<file path="config.mk">
export PLATFORM = sky130hd
export DESIGN_NAME = mult_share_arbiter
export DESIGN_NICKNAME = d
export VERILOG_FILES = /design/src/rtl/fxp_pkg.sv /design/src/rtl/rr_arbiter.sv /design/src/rtl/mult_share_arbiter.sv
export SDC_FILE = /design/constraint.sdc
export NUM_CORES = 1
export LEC_CHECK = 0
export CORE_ASPECT_RATIO = 1.4
export CORE_MARGIN = 3
export CORE_UTILIZATION = 45
export CTS_CLUSTER_DIAMETER = 30
export DETAILED_ROUTE_END_ITERATION = 12
export PLACE_DENSITY = 0.79
export REMOVE_ABC_BUFFERS = 1
export SYNTH_ARGS = -nofsm -noshare
export SYNTH_HDL_FRONTEND = slang
export SYNTH_SLANG_ARGS = --single-unit
</file>
<file path="constraint.sdc">
create_clock -name clk -period 6.8 [get_ports clk]
set_input_delay 1.7 -clock clk [delete_from_list [all_inputs] [get_ports clk]]
set_output_delay 1.7 -clock clk [all_outputs]
set_load 0.02 [all_outputs]
</file>
<file path="src/rtl/fxp_pkg.sv">
// Shared sign-magnitude fixed-point definitions.
// Q-format constants, word type and the product helper.
package fxp_pkg;

  localparam int FRAC_BITS       = 11;
  localparam int BITSIZE_DEFAULT = 16;

  typedef logic [BITSIZE_DEFAULT-1:0] fxp_t;

  typedef struct packed {
    logic        ovf;
    logic [31:0] data;
  } fxp_mul_t;

  // Sign-magnitude product of two words of width 'bits'
  // (bits <= 32). The magnitude is truncated and wraps;
  // ovf flags any magnitude bit lost above the result.
  // A zero magnitude always carries a positive sign.
  function automatic fxp_mul_t fxp_mul(
    input logic [31:0] a,
    input logic [31:0] b,
    input int unsigned bits
  );
    logic [63:0] mask;
    logic [63:0] p;
    logic [63:0] mag;
    logic        sgn;
    fxp_mul_t    r;
    mask   = (64'd1 << (bits - 1)) - 64'd1;
    p      = ({32'd0, a} & mask) * ({32'd0, b} & mask);
    mag    = (p >> FRAC_BITS) & mask;
    sgn    = 1'(a >> (bits - 1)) ^ 1'(b >> (bits - 1));
    r.ovf  = |(p >> (FRAC_BITS + bits - 1));
    r.data = mag[31:0]
           | ({31'd0, sgn && (mag != 64'd0)} << (bits - 1));
    return r;
  endfunction

endpackage

</file>
<file path="src/rtl/rr_arbiter.sv">
// Round-robin arbiter with a rotating priority pointer.
// req: lane requests, advance: grant taken, grant: one-hot.
module rr_arbiter #(
  parameter int NREQ = 4
) (
  input  logic            clk,
  input  logic            rst,
  input  logic [NREQ-1:0] req,
  input  logic            advance,
  output logic [NREQ-1:0] grant
);

  localparam int PW = (NREQ > 1) ? $clog2(NREQ) : 1;

  logic [PW-1:0] rr_ptr_q;
  logic [PW-1:0] rr_ptr_d;
  logic [PW-1:0] gidx;
  logic [PW-1:0] kk;
  logic          found;

  always_comb begin
    grant = '0;
    gidx  = '0;
    kk    = '0;
    found = 1'b0;
    for (int i = 0; i < NREQ; i++) begin
      kk = PW'((int'(rr_ptr_q) + i) % NREQ);
      if (!found && req[kk]) begin
        grant[kk] = 1'b1;
        gidx      = kk;
        found     = 1'b1;
      end
    end
  end

  always_comb begin
    rr_ptr_d = rr_ptr_q;
    if (advance) begin
      rr_ptr_d = (gidx == PW'(NREQ - 1)) ? '0
               : gidx + 1'b1;
    end
  end

  always_ff @(posedge clk) begin
    if (!rst) rr_ptr_q <= '0;
    else      rr_ptr_q <= rr_ptr_d;
  end

endmodule

</file>
<file path="src/rtl/mult_share_arbiter.sv">
// One pipelined fixed-point multiplier shared by NREQ lanes.
// req_*: per-lane handshake/operands, rsp_*: tagged product.
module mult_share_arbiter
  import fxp_pkg::*;
#(
  parameter int BITSIZE = 16,
  parameter int NREQ    = 4
) (
  input  logic                    clk,
  input  logic                    rst,
  input  logic [NREQ-1:0]         req_valid,
  output logic [NREQ-1:0]         req_ready,
  input  logic [NREQ*BITSIZE-1:0] req_a,
  input  logic [NREQ*BITSIZE-1:0] req_b,
  output logic                    rsp_valid,
  input  logic                    rsp_ready,
  output logic [NREQ-1:0]         rsp_tag,
  output logic [BITSIZE-1:0]      rsp_data,
  output logic                    rsp_ovf
);

  logic [NREQ-1:0]    grant;
  logic               accept;
  logic               s1_adv;
  logic               s2_adv;
  logic [BITSIZE-1:0] sel_a;
  logic [BITSIZE-1:0] sel_b;
  fxp_mul_t           res;
  logic               unused_hi;

  logic               s1_v_q, s1_v_d;
  logic [BITSIZE-1:0] s1_a_q, s1_a_d;
  logic [BITSIZE-1:0] s1_b_q, s1_b_d;
  logic [NREQ-1:0]    s1_tag_q, s1_tag_d;
  logic               s2_v_q, s2_v_d;
  logic [BITSIZE-1:0] s2_data_q, s2_data_d;
  logic               s2_ovf_q, s2_ovf_d;
  logic [NREQ-1:0]    s2_tag_q, s2_tag_d;

  rr_arbiter #(
    .NREQ (NREQ)
  ) u_arb (
    .clk     (clk),
    .rst     (rst),
    .req     (req_valid),
    .advance (accept),
    .grant   (grant)
  );

  // Ready is combinational so a downstream release
  // reopens the input in the same cycle.
  always_comb begin
    s2_adv    = !s2_v_q || rsp_ready;
    s1_adv    = !s1_v_q || s2_adv;
    req_ready = rst ? (grant & {NREQ{s1_adv}}) : '0;
    accept    = |req_ready;
  end

  always_comb begin
    sel_a = '0;
    sel_b = '0;
    for (int i = 0; i < NREQ; i++) begin
      if (grant[i]) begin
        sel_a = req_a[i*BITSIZE +: BITSIZE];
        sel_b = req_b[i*BITSIZE +: BITSIZE];
      end
    end
  end

  assign res = fxp_mul(32'(s1_a_q), 32'(s1_b_q),
                       BITSIZE);
  assign unused_hi = ^res.data[31:BITSIZE];

  always_comb begin
    s1_v_d   = s1_v_q;
    s1_a_d   = s1_a_q;
    s1_b_d   = s1_b_q;
    s1_tag_d = s1_tag_q;
    if (s1_adv) begin
      s1_v_d = accept;
      if (accept) begin
        s1_a_d   = sel_a;
        s1_b_d   = sel_b;
        s1_tag_d = grant;
      end
    end
  end

  always_comb begin
    s2_v_d    = s2_v_q;
    s2_data_d = s2_data_q;
    s2_ovf_d  = s2_ovf_q;
    s2_tag_d  = s2_tag_q;
    if (s2_adv) begin
      s2_v_d = s1_v_q;
      if (s1_v_q) begin
        s2_data_d = res.data[BITSIZE-1:0];
        s2_ovf_d  = res.ovf;
        s2_tag_d  = s1_tag_q;
      end
    end
  end

  always_ff @(posedge clk) begin
    if (!rst) begin
      s1_v_q    <= 1'b0;
      s1_a_q    <= '0;
      s1_b_q    <= '0;
      s1_tag_q  <= '0;
      s2_v_q    <= 1'b0;
      s2_data_q <= '0;
      s2_ovf_q  <= 1'b0;
      s2_tag_q  <= '0;
    end else begin
      s1_v_q    <= s1_v_d;
      s1_a_q    <= s1_a_d;
      s1_b_q    <= s1_b_d;
      s1_tag_q  <= s1_tag_d;
      s2_v_q    <= s2_v_d;
      s2_data_q <= s2_data_d;
      s2_ovf_q  <= s2_ovf_d;
      s2_tag_q  <= s2_tag_d;
    end
  end

  assign rsp_valid = s2_v_q;
  assign rsp_data  = s2_data_q;
  assign rsp_ovf   = s2_ovf_q;
  assign rsp_tag   = s2_tag_q;

endmodule

</file>
==> results of run 1 <==
flip-flops by register name (all words and copies together), names as in the netlist, named ones only:
name	count
u_arb.rr_ptr_q	1
s1_a_q	16
rsp_valid	1
rsp_ovf	1
s1_tag_q	4
rsp_data	16
s1_v_q	1
s1_b_q	16
rsp_tag	4
path summary, 6_finish.rpt:
| kind | end | slack (ns) | depth (start not counted) |
|---|---|---|---|
| worst max register to register | rsp_data[15]$_SDFFE_PN0P_ | 0.38 | 21 |
| worst min register to register | rsp_data[1]$_SDFFE_PN0P_ | 0.47 | 2 |
| worst max-delay path | rsp_data[15]$_SDFFE_PN0P_ | 0.38 | 21 |
| worst min-delay path | rsp_data[1]$_SDFFE_PN0P_ | 0.47 | 2 |
critical path: stages (launching register included):
cell      delay [ns]
dfxtp_1         0.42
and2_1          0.24
fa_1            0.53
inv_1           0.05
fa_1            0.48
inv_1           0.06
fa_1            0.49
fa_1            0.46
fa_1            0.55
inv_1           0.06
fa_1            0.48
inv_1           0.04
ha_1            0.37
a21oi_2         0.24
nand2_1         0.15
a2111o_1        0.36
and3_1          0.16
nor4_1          0.17
nand4_1         0.11
or4_1           0.55
nor4_2          0.23
o21ai_1         0.11
cells in the final DEF (no fill, tap or decap), types with 5 or more instances in the layout:
cell type	netlist	final
o21ai_1	8	8
o21ai_0	13	13
xor2_1	5	5
inv_1	196	196
mux2i_1	5	5
nand2_1	122	122
fa_1	166	166
nor3_2	27	27
clkbuf_16	0	9
a221o_1	34	34
nand3_1	12	12
ha_1	95	95
nand2b_1	5	5
nand4_1	5	5
dfxtp_1	61	51
a21oi_1	28	27
dfxtp_2	0	10
buf_4	1	33
o211ai_1	5	5
nor2_1	49	47
a221oi_1	36	36
nor2b_1	9	9
clkdlybuf4s50_1	0	160
and2_1	150	150
and3_1	5	5
nor3_1	9	9
xnor2_1	12	12
a21boi_0	10	10
cell usage after synthesis, types with 4 or more instances:
cell and instances:
nand2b_1 5, nor3_1 9, and3_1 5, nor2b_1 9
buf_6 4, o211a_1 4, dfxtp_1 61, and2_1 150
nor3_2 27, nand2_1 122, ha_1 95, nand3_1 12
xor2_1 5, a21oi_1 28, a22oi_1 5, clkbuf_1 55
inv_1 196, a221o_1 34, o21ai_1 8, a221oi_1 36
o211ai_1 5, nor2_1 49, or3_1 4, fa_1 166
o21ai_0 13, mux4_2 4, nand4_1 5, xnor2_1 12
mux2i_1 5, buf_2 4, a21boi_0 10
what timing repair did:
action                     in CTS  in global routing
hold endpoints to repair        0                  0
gates resized for setup         0                 14
buffers inserted                0                  0
setup endpoints to repair       0                  2
layout make-up:
class | instances | share of cell area (%)
multi-input combinational | 871 | 65.2
timing repair buffer | 193 | 14.3
sequential | 61 | 9.51
inverter | 196 | 5.67
tap | 306 | 2.95
clock buffer | 11 | 1.95
clock inverter | 5 | 0.453
cells by family after synthesis:
| kind of cell | count (synthesis) | share of synthesized area (%) |
|---|---|---|
| AND/OR/NAND/NOR | 414 | 21.4 |
| adder cells (fa/ha/maj) | 261 | 42.3 |
| buffers and inverters | 262 | 9.59 |
| AO/OA/AOI/OAI | 168 | 12.3 |
| flip-flops | 61 | 11.5 |
| multiplexers | 11 | 1.53 |
| XOR/XNOR | 17 | 1.40 |
power by group through the flow:
| stage | clock network [mW] | registers (mW) | logic, mW |
|---|---|---|---|
| 3_3_place_gp | 0 | 0.724 | 2.96 |
| 6_report | 0.494 | 0.740 | 3.08 |
| 5_1_grt | 0.510 | 0.761 | 3.42 |
| 2_1_floorplan | 0 | 0.726 | 2.00 |
| 4_1_cts | 0.497 | 0.722 | 3.07 |
| 3_5_place_dp | 0 | 0.728 | 3.05 |
layer usage:
layer  track usage, %  up-vias  wire length [µm]  share of wire [%]
met1             23.8     4562             10100                 34
met2             44.0      308             16600                 57
li1                 -     4176                 -                  -
met4             10.9        0              1500                5.1
met3             3.01      100              1110                3.8
met5                0        -                 0                  0
==> impl_metrics.yaml, run 1 <==
pwr:
  switchingPower_mw: 2.24
  peakVddDrop_mv: 0.302
  fin_total_pwr_mw: 4.31
  p_leak_nw: 6.06
  p_per_area_mw_per_mm2: 333
  p_clk_share_pct: 11.4
  p_sw_share_pct: 51.8
  intPower_mw: 2.08
  p_seq_share_pct: 17.2
  p_comb_share_pct: 71.4
timing:
  finalHoldViolations: 0
  min_period_ns: 6.42
  whs_ns: 0.466
  fin_setup_tns_ns: 0
  worst_pin_slew_ns: 1.19
  max_freq_mhz: 156
  final.period_utilization_pct: 94.4
  setup_viol: 0
  fin_ws_ns: 0.383
  slew_viol_final: 0
  clock-skew-final_ns: 0.00689
  relSlewSlack_pct: 20.5
floorplanning:
  coreArea_mm2: 0.0233
  rows: 66
  fp.dieW_um: 136
  die_h_um: 188
  start_util_pct: 45.8
  ios: 161
  dieArea_mm2: 0.0256
clocking:
  cts_tree: "yes"
  clkTransAtPathRegs_ns: 0.06
  clk_latency_ns: 0.35
  hold_buffers: 0
  numCtsBuffers: 9
  ctsRootBufferMaster: "clkbuf_16"
  clkSinkCount: 61
  cts.path.max_buffers: 2
  ctsHtreeMaxLevel: 3
detailed_routing:
  drtIter0Drc: 501
  vias_per_cell: 5.57
  drt_first_pass_iters: 5
  drc: 0
  drtAntennaViolNets: 0
  wl_per_cell_um: 17.8
  route.vias.total: 9146
  wirelength_um: 29300
global_route:
  grt_usage_pct: 22.9
  grt_pass1_wl_um: 46700
  grt_pass1_vias: 9603
  antenna_found_initial: 0
  grt_overflow_total: 0
  grt_max_degree: 34
critical_path:
  crit_required_ns: 7.03
  worst-setup-path-type: "flip-flop to flip-flop"
  startpoint: "s1_b_q[3]$_SDFFE_PN0P_"
  worst_setup_path_start_kind: "flip-flop"
  cp_max_fo: 10
  end_kind: "flip-flop"
  worstReg2RegStart: "s1_b_q[3]$_SDFFE_PN0P_"
  worstPathArrival_ns: 6.65
placed_design:
  gp_congestion: 0.889
  place_ws_ns: 0.141
  port_buffers: 160
  dp_hpwl_um: 24300
  place_area_mm2: 0.0126
  placedCellCount: 1627
finish:
  area_growth_pct: 21.6
  fill_cells: 2039
  diodes: 0
  nets: 1728
  ff_latch_area_mm2: 0.00123
  layout-drive-gt1-share_pct: 7.93
  final_cell_area_mm2: 0.0130
  multi_input_area_mm2: 0.00846
  final_util_pct: 55.7
  finalNonFillerCells: 1643
synth:
  yosys.area.top_type: "fa_1"
  syn_area_mm2: 0.0107
  synth.distinct_cells: 62
  syn_area_per_cell_um2: 8.93
  synth_ff_type: "dfxtp_1"
  synth_top_area_share_pct: 31.2
  ys_ff_latch: 61
  synthArstFlopShare_pct: 0
  synth-edff-count: 0
  seq_area_frac_synth_pct: 11.5
  ys_top_cells_by_area: "fa_1 (31%), dfxtp_1 (11%), ha_1 (11%), and2_1 (8.8%), inv_1 (6.9%)"
  ys_warn_count: 0
  synthCells: 1194
worst_hold_path:
  hp-class: "flip-flop to flip-flop"
  min-delay-start: "rsp_data[1]$_SDFFE_PN0P_"
outcome:
  outcome: "finished, final reports clean"
flow_run:
  cap_violations: 0
Power figures use the tool's default switching activity.
==> run 2: changes to the inputs <==
Settings changed: CTS_CLUSTER_SIZE set to 14.
==> results of run 2 <==
No change in the layout: final DEF, timing and power equal those of run 1.
==> run 3: changes to the inputs <==
==> constraint.sdc (replaced) <==
create_clock -name clk -period 6.8 [get_ports clk]
set_input_delay 1.36 -clock clk [delete_from_list [all_inputs] [get_ports clk]]
set_output_delay 1.36 -clock clk [all_outputs]
set_load 0.02 [all_outputs]
==> impl_metrics.yaml, run 3 (synthesis gave the netlist of run 1 again) <==
outcome:
  outcome: "finished, final reports clean"
timing:
  min_period_ns: 6.48
  max_freq_mhz: 154
  final.period_utilization_pct: 95.3
  worst_pin_slew_ns: 1.14
  fin_setup_tns_ns: 0
  clock-skew-final_ns: 0.00898
  setup_viol: 0
  rsz0062_at_grt: "no"
  finalHoldViolations: 0
  slew_viol_final: 0
  relSlewSlack_pct: 24.0
floorplanning:
  dieArea_mm2: 0.0256
  fp.dieW_um: 136
  coreArea_mm2: 0.0233
  rows: 66
  start_util_pct: 45.8
  ios: 161
  die_h_um: 188
critical_path:
  worst_setup_path_start_kind: "flip-flop"
  crit_required_ns: 7.02
  end_kind: "flip-flop"
  worst-setup-path-type: "flip-flop to flip-flop"
  worstPathArrival_ns: 6.69
  cp_max_fo: 9
clocking:
  postCtsSetupBuffers: 0
  clkSinkCount: 61
  cts_tree: "yes"
  clkTransAtPathRegs_ns: 0.06
  hold_buffers: 0
  ctsRootBufferMaster: "clkbuf_16"
  cts_resized: 0
  cts.path.max_buffers: 2
  numCtsBuffers: 9
  ctsHtreeMaxLevel: 3
  clk_latency_ns: 0.34
detailed_routing:
  vias_per_cell: 5.57
  wl_per_cell_um: 17.8
  route.vias.total: 9138
  wirelength_um: 29200
  drtIter0Drc: 495
  drc: 0
  drt_first_pass_iters: 5
  drtAntennaViolNets: 0
placed_design:
  port_buffers: 160
  gp_congestion: 0.895
  placedCellCount: 1627
  dp_hpwl_um: 24200
global_route:
  grt_max_degree: 34
  antenna_found_initial: 0
  grt_overflow_total: 0
  grt_pass1_vias: 9561
  grt_pass1_wl_um: 46500
  grt_usage_pct: 22.6
flow_run:
  cap_violations: 0
finish:
  final_cell_mix: "inv_1 (196), fa_1 (166), clkdlybuf4s50_1 (160), and2_1 (150), nand2_1 (122)"
  diodes: 0
  area_growth_pct: 21.7
  layout-drive-gt1-share_pct: 7.86
  layout_commonest_cell: "inv_1"
  nets: 1728
  fill_cells: 2040
  finalNonFillerCells: 1642
pwr:
  fin_total_pwr_mw: 4.34
  p_leak_nw: 6.06
  peakVddDrop_mv: 0.274
  p_per_area_mw_per_mm2: 334
worst_hold_path:
  hp-class: "flip-flop to flip-flop"
==> run 3: cell types whose count changed in the layout (fill, tap and decap cells not counted), sizes merged <==
cell	change
bufinv	+1
clkinv	-1
clkinvlp	-1
==> run 3: path summary, 6_finish.rpt <==
check	from	depth (start not counted)	end	slack, ns
max	s1_a_q[7]$_SDFFE_PN0P_	20	rsp_data[15]$_SDFFE_PN0P_	0.32
min	rsp_tag[3]$_SDFFE_PN0P_	2	rsp_tag[3]$_SDFFE_PN0P_	0.46
max reg2reg	s1_a_q[7]$_SDFFE_PN0P_	20	rsp_data[15]$_SDFFE_PN0P_	0.32
min reg2reg	rsp_tag[3]$_SDFFE_PN0P_	2	rsp_tag[3]$_SDFFE_PN0P_	0.46
==> run 3: worst max-delay path: stages, from the launching register on <==
cell and delay (ns):
dfxtp_1 0.55, nand2_1 0.14, fa_1 0.47, fa_1 0.54
inv_1 0.05, fa_1 0.56, fa_1 0.43, fa_1 0.52
inv_1 0.06, fa_1 0.48, inv_1 0.04, ha_1 0.36
a21oi_2 0.24, nand2_1 0.15, a2111o_1 0.39, and3_1 0.18
nor4_2 0.15, nand4_1 0.11, or4_1 0.54, nor4_1 0.26
o21ai_1 0.11
==> run 3: area by class of cell <==
cell class,instances,area (µm²),area share [%]
sequential,61,1230,9.51
multi-input combinational,871,8460,65.2
tap,306,383,2.95
inverter,196,736,5.67
clock inverter,4,72.6,0.559
clock buffer,11,243,1.87
timing repair buffer,193,1850,14.3
==> run 3: per-stage QoR <==
step	worst slack [ns]	utilization [%]	instance area, µm²	hold slack, ns
finish	0.321	55.7	13000	0.464
global route	0.0188	55.7	13000	0.501
CTS	0.0657	55.6	12900	0.464
detailed placement	0.0815	54.2	12600	0.459
global placement	0.307	54.2	12600	0.454
floorplan	0.724	-	10400	0.441
==> run 3: routing by layer <==
| layer | vias up | part of all wire, % | wire length (µm) | track usage (%) |
|---|---|---|---|---|
| li1 | 4173 | - | - | - |
| met5 | - | 0 | 0 | 0 |
| met2 | 312 | 57 | 16500 | 43.4 |
| met4 | 0 | 5.2 | 1520 | 10.7 |
| met3 | 103 | 4.2 | 1220 | 2.76 |
| met1 | 4550 | 34 | 9870 | 23.9 |
==> run 3: power by group <==
group	internal [mW]	switching [mW]
logic	1.28	1.80
registers	0.490	0.251
clock network	0.329	0.182
